===== config.mk =====
export PLATFORM = sky130hd
export DESIGN_NAME = square_pad_writer
export DESIGN_NICKNAME = d
export VERILOG_FILES = /design/src/rtl/square_pad_writer.sv
export SDC_FILE = /design/constraint.sdc
export NUM_CORES = 1
export LEC_CHECK = 0
export CORE_UTILIZATION = 54
export CTS_CLUSTER_SIZE = 28
export DETAILED_ROUTE_END_ITERATION = 7
export MAX_ROUTING_LAYER = met4
export PLACE_DENSITY = 0.89
export SLEW_MARGIN = 5
export SYNTH_ARGS = -nofsm -noshare
export SYNTH_HDL_FRONTEND = slang
export SYNTH_SLANG_ARGS = --single-unit

===== constraint.sdc =====
create_clock -name clk -period 9.8 [get_ports clk]
set_clock_uncertainty 0.2 [all_clocks]
set_input_delay 1.96 -clock clk [delete_from_list [all_inputs] [get_ports clk]]
set_output_delay 1.96 -clock clk [all_outputs]
set_load 0.02 [all_outputs]

===== src/rtl/square_pad_writer.sv =====
// -----------------------------------------------------------------------------
// square_pad_writer
//
// Producer side of the padded-square mask buffer read by the detection overlay
// stage.  A raster pixel stream of width x height is rewritten as a
// size x size square, where size = max(height, width) after each is rounded
// up to a multiple of 8.  Padding positions are written as zero.  Each square
// position becomes one word write at address row*size + col.  The address is
// produced by an incrementing counter, so no multiplier is needed.
//
// Ports
//   clk       : clock, all logic on the rising edge
//   reset     : synchronous, active-high; aborts any frame immediately
//   start     : begin a frame (only looked at in IDLE)
//   width     : source columns, captured when start is accepted
//   height    : source rows, captured when start is accepted
//   in_valid  : in_data carries the next source pixel (raster order)
//   in_ready  : block takes the pixel on this cycle if in_valid is also high
//   in_data   : source pixel
//   wr_en     : registered memory write strobe
//   wr_addr   : registered memory write address
//   wr_data   : registered memory write data
//   size_out  : square side computed in CALC, held until the next frame
//   busy      : high in CALC and FILL
//   done      : one-cycle end-of-frame pulse, the cycle after the last write
//   err       : high together with done when the frame was rejected
//
// Handshake: a source pixel is consumed on a rising edge where both in_valid
// and in_ready are high.  in_ready depends only on internal state (never on
// in_valid), is high only at source positions in FILL, and stays high while
// the producer withholds a pixel.  Pad positions never raise in_ready, so
// surplus pixels offered by the producer are never taken.
//
// The FSM state is kept in the signal "state" (type state_t) so that bound
// checkers can observe it directly.
// -----------------------------------------------------------------------------
module square_pad_writer #(
  parameter int DATA_W = 32,
  parameter int DIM_W  = 16,
  parameter int ADDR_W = 20
) (
  input  logic              clk,
  input  logic              reset,
  input  logic              start,
  input  logic [DIM_W-1:0]  width,
  input  logic [DIM_W-1:0]  height,
  input  logic              in_valid,
  output logic              in_ready,
  input  logic [DATA_W-1:0] in_data,
  output logic              wr_en,
  output logic [ADDR_W-1:0] wr_addr,
  output logic [DATA_W-1:0] wr_data,
  output logic [DIM_W-1:0]  size_out,
  output logic              busy,
  output logic              done,
  output logic              err
);

  typedef enum logic [1:0] {
    IDLE = 2'd0,
    CALC = 2'd1,
    FILL = 2'd2,
    DONE = 2'd3
  } state_t;

  // One extra bit so rounding a width close to 2**DIM_W cannot wrap to zero.
  localparam int RW = DIM_W + 1;
  localparam logic [2*RW-1:0] AREA_LIMIT = (2*RW)'(1) << ADDR_W;

  state_t state;
  state_t state_next;

  logic [DIM_W-1:0]  width_q;
  logic [DIM_W-1:0]  height_q;
  logic [DIM_W-1:0]  row;
  logic [DIM_W-1:0]  col;
  logic [ADDR_W-1:0] addr;
  logic              err_q;

  logic [RW-1:0]     w8;
  logic [RW-1:0]     h8;
  logic [RW-1:0]     size_calc;
  logic [2*RW-1:0]   area;
  logic              calc_bad;

  logic              is_src;
  logic              fire;
  logic              row_end;
  logic              last_pos;

  // Square geometry from the captured dimensions (used in CALC).
  always_comb begin
    w8        = ({1'b0, width_q}  + RW'(7)) & ~RW'(7);
    h8        = ({1'b0, height_q} + RW'(7)) & ~RW'(7);
    size_calc = (h8 > w8) ? h8 : w8;
    // Full-width product so the limit compare happens before any truncation.
    area      = {{RW{1'b0}}, size_calc} * {{RW{1'b0}}, size_calc};
    calc_bad  = (width_q == '0) || (height_q == '0) || (area > AREA_LIMIT);
  end

  // Scan position decode for FILL.
  always_comb begin
    is_src   = (row < height_q) && (col < width_q);
    // Pad positions always advance; source positions wait for a pixel.
    fire     = (state == FILL) && (!is_src || in_valid);
    row_end  = (col == size_out - DIM_W'(1));
    last_pos = row_end && (row == size_out - DIM_W'(1));
  end

  // FSM: next state and combinational outputs.
  always_comb begin
    state_next = state;
    in_ready   = 1'b0;
    busy       = 1'b0;
    case (state)
      IDLE: begin
        if (start) state_next = CALC;
      end
      CALC: begin
        busy       = 1'b1;
        state_next = calc_bad ? DONE : FILL;
      end
      FILL: begin
        busy     = 1'b1;
        in_ready = is_src;
        if (fire && last_pos) state_next = DONE;
      end
      DONE: begin
        state_next = IDLE;
      end
      default: begin
        state_next = IDLE;
      end
    endcase
  end

  // FSM state register.
  always_ff @(posedge clk) begin
    if (reset) begin
      state <= IDLE;
    end else begin
      state <= state_next;
    end
  end

  // Datapath: captured dimensions, scan counters and registered outputs.
  always_ff @(posedge clk) begin
    if (reset) begin
      width_q  <= '0;
      height_q <= '0;
      row      <= '0;
      col      <= '0;
      addr     <= '0;
      err_q    <= 1'b0;
      size_out <= '0;
      wr_en    <= 1'b0;
      wr_addr  <= '0;
      wr_data  <= '0;
      done     <= 1'b0;
      err      <= 1'b0;
    end else begin
      wr_en <= 1'b0;
      // done/err are registered from the DONE state so the pulse lands on
      // the cycle after the final registered write.
      done  <= (state == DONE);
      err   <= (state == DONE) && err_q;
      case (state)
        IDLE: begin
          if (start) begin
            width_q  <= width;
            height_q <= height;
          end
        end
        CALC: begin
          size_out <= size_calc[DIM_W-1:0];
          err_q    <= calc_bad;
          row      <= '0;
          col      <= '0;
          addr     <= '0;
        end
        FILL: begin
          if (fire) begin
            wr_en   <= 1'b1;
            wr_addr <= addr;
            wr_data <= is_src ? in_data : '0;
            addr    <= addr + ADDR_W'(1);
            if (row_end) begin
              col <= '0;
              row <= row + DIM_W'(1);
            end else begin
              col <= col + DIM_W'(1);
            end
          end
        end
        default: begin
        end
      endcase
    end
  end

endmodule

==> impl_metrics.json <==
{
  "dp.cells": 2211,
  "yosysTopAreaCellShare_pct": 21.08,
  "area_delta_synth_final_pct": 18.29,
  "dr.pass1.iters": 6,
  "clkPwrFrac_pct": 13.3,
  "clkSinkCount": 155,
  "yosysTopAreaCell": "dfxtp_1",
  "numCtsBuffers": 17,
  "antenna_left": 0,
  "fmax_ghz": 0.1041,
  "crit_fanout": 17,
  "diodes": 0,
  "leakage_nw": 7.695,
  "final_cells": 2247,
  "grt_pass1_wl_um": 65760,
  "cts_root_buf": "clkbuf_16",
  "pwr-share-comb_pct": 71.8,
  "cts.path.max_buffers": 2,
  "switching_power_mw": 2.634,
  "wirelength_um": 41490,
  "num_vias": 13560,
  "min_to": "err",
  "fin_nets": 2234,
  "port_buffers": 137,
  "synth-xor-area-share_pct": 4.470,
  "r2r_cells": 36,
  "insertion_delay_ps": 440,
  "start_util_pct": 54.78,
  "synth_top_family_by_area": "adder cells",
  "holdWs_ps": 271.1,
  "die_w_um": 167.1,
  "synth_seq_cells": 155,
  "path_clk_slew_ps": 80,
  "hold_viol": 0,
  "worstReg2RegStart": "height_q[1]",
  "drtIter0Drc": 1206,
  "grt_max_degree": 67,
  "ys_seq_area_share_pct": 21.08,
  "maxSlewViolCount": 0,
  "gr-total-overflow": 0,
  "gp_congestion": 0.9956,
  "cts_tree": "done",
  "synthTopCellsByArea": "dfxtp_1 21%, fa_1 16%, ha_1 13%",
  "synth_common_cells": "239 x inv_1, 174 x nor2_1, 163 x nand2_1",
  "grt_pass1_vias": 13464,
  "required_ps": 9890,
  "maxCapViolations": 0,
  "ir_drop_mv": 0.2823,
  "wl_per_cell_um": 18.46,
  "power_density_nw_per_um2": 296.8,
  "final_core_util_pct": 64.80,
  "crit_top_cell": "fa_1",
  "yosysMostFrequentCell": "inv_1",
  "internal_power_mw": 2.535,
  "pin_count": 141,
  "status": "complete, no violations",
  "swShare_pct": 50.96,
  "htreeDepth": 4,
  "relSlewSlack_pct": 19.13,
  "synth_mux_area_share_pct": 5.158,
  "die_y_um": 167.1,
  "syn_inst": 1745,
  "post-route-period-util_pct": 98.01,
  "ys_warn_count": 0,
  "dpl.hpwl_um": 31370,
  "setup_viol": 0,
  "avgSynthCellArea_um2": 8.437,
  "r2r_setup_slack_ps": 190,
  "hold_class": "register to register",
  "antenna_found_initial": 0,
  "crit_path_start_kind": "register",
  "placedInstanceArea_um2": 16570,
  "min_period_ps": 9605,
  "setup_tns_ps": 0,
  "ys_types": 77,
  "drt-vias-per-instance": 6.035,
  "core_area_um2": 26880,
  "worstHoldStart": "err_q",
  "holdPathStages": 1,
  "async_reset_ff_share_pct": 0,
  "synth_adder_area_share_pct": 29.32,
  "synth-simple-area-share_pct": 18.05,
  "drc": 0,
  "cts_hold_buffers": 0,
  "criticalPathCategory": "register to register",
  "synth-compound-area-share_pct": 13.69,
  "synthFlopType": "dfxtp_1",
  "slowest_stage": "or4_1",
  "arrival_ps": 9690,
  "fp-row-count": 60,
  "dieArea_um2": 27930,
  "max_stage_delay_ps": 560,
  "worst-slew-pin-transition_ps": 1213,
  "finalInstanceArea_um2": 17420,
  "pwr-share-seq_pct": 14.9,
  "timing.rr.end": "state[0]",
  "track_usage_pct": 30.03,
  "syn_area_um2": 14720,
  "drive_gt1_share_pct": 7.660,
  "synth_edf_count": 0,
  "worst_setup_path_end_kind": "register"
}
## worst max-delay path: cells and delay by family (launching register included)
kind                       cells  cell delay [ps]
buffers and inverters          8              830
and+or+nand+nor               12             2740
DFF                            1              410
adders and majority gates      8             3740
AOI/OAI and AO/OA              7             1190
muxes                          1              360
## cells by family (layout without fill, tap and decap cells)
group,after synthesis,count (layout)
and+or+nand+nor,558,558
buffers and inverters,310,449
AOI/OAI and AO/OA,301,301
adders and majority gates,273,273
DFF,155,155
muxes,74,74
xor gates and xnor gates,72,72
other,2,24
## repair_timing
action                     CTS  global route
setup buffers                0             4
hold endpoints to repair     0             0
pin swaps                    0             6
cloned                       0             0
setup endpoints to repair    2             2
gates resized for setup      6            39
## cell usage in the layout, fill, tap and decap left out, types with 48 or more instances in the layout
cell type        count
mux2i_1             57
dfxtp_1            147
o21ai_0             48
nand2_1            162
xnor2_1             52
inv_1              238
nor2_1             173
a21oi_1             97
fa_1               120
clkdlybuf4s50_1    136
ha_1               150
## final cells by class
type | count | area (um2)
Clock buffer | 17 | 425.4
Timing Repair Buffer | 173 | 1652
Clock inverter | 15 | 193.9
Tap cell | 341 | 426.7
Sequential cell | 155 | 3113
Fill cell | 2045 | 9460
Multi-Input combinational cell | 1302 | 10680
Inverter | 244 | 927.1
## worst max-delay path by stage
stage	start	end	slack [ps]	depth (start not counted)
floorplan	height_q[3]	state[0]	5	34
global placement	height_q[0]	state[0]	120	33
detailed placement	height_q[4]	state[0]	-210	35
CTS	height_q[4]	state[0]	1	36
global route	height_q[1]	state[0]	-120	36
finish	height_q[1]	state[0]	190	36
## per-layer routing
layer | up-vias | global-route usage (%) | wire, um
li1 | 6188 | - | -
met2 | 710 | 48.95 | 19820
met3 | 141 | 5.814 | 3599
met1 | 6521 | 36.46 | 16350
met5 | - | - | 0
met4 | 0 | 12.32 | 1721
## sequential cells by signal, indices dropped and copies added (netlist names)
name / cells
err_q: 1
row: 16
wr_data: 32
addr: 20
state: 2
wr_en: 1
height_q: 16
wr_addr: 20
size_out: 13
done: 1
col: 16
err: 1
width_q: 16
## power by group through the flow
stage | combinational [mW] | clock [mW] | sequential [mW]
after floorplan | 2.59 | 0 | 0.768
after global placement | 3.42 | 0 | 0.771
after detailed placement | 3.52 | 0 | 0.774
after CTS | 3.58 | 0.686 | 0.760
after global routing | 4.09 | 0.710 | 0.773
final | 3.71 | 0.687 | 0.769
## metrics by stage
stage	power [mW]	worst slack (ps)
after floorplan	3.354	4.540
after global placement	4.193	121.9
after detailed placement	4.297	-210.1
after CTS	5.026	1.258
after global routing	5.577	-116.3
final	5.169	194.8
No activity file was read; power rests on OpenSTA's default activity.
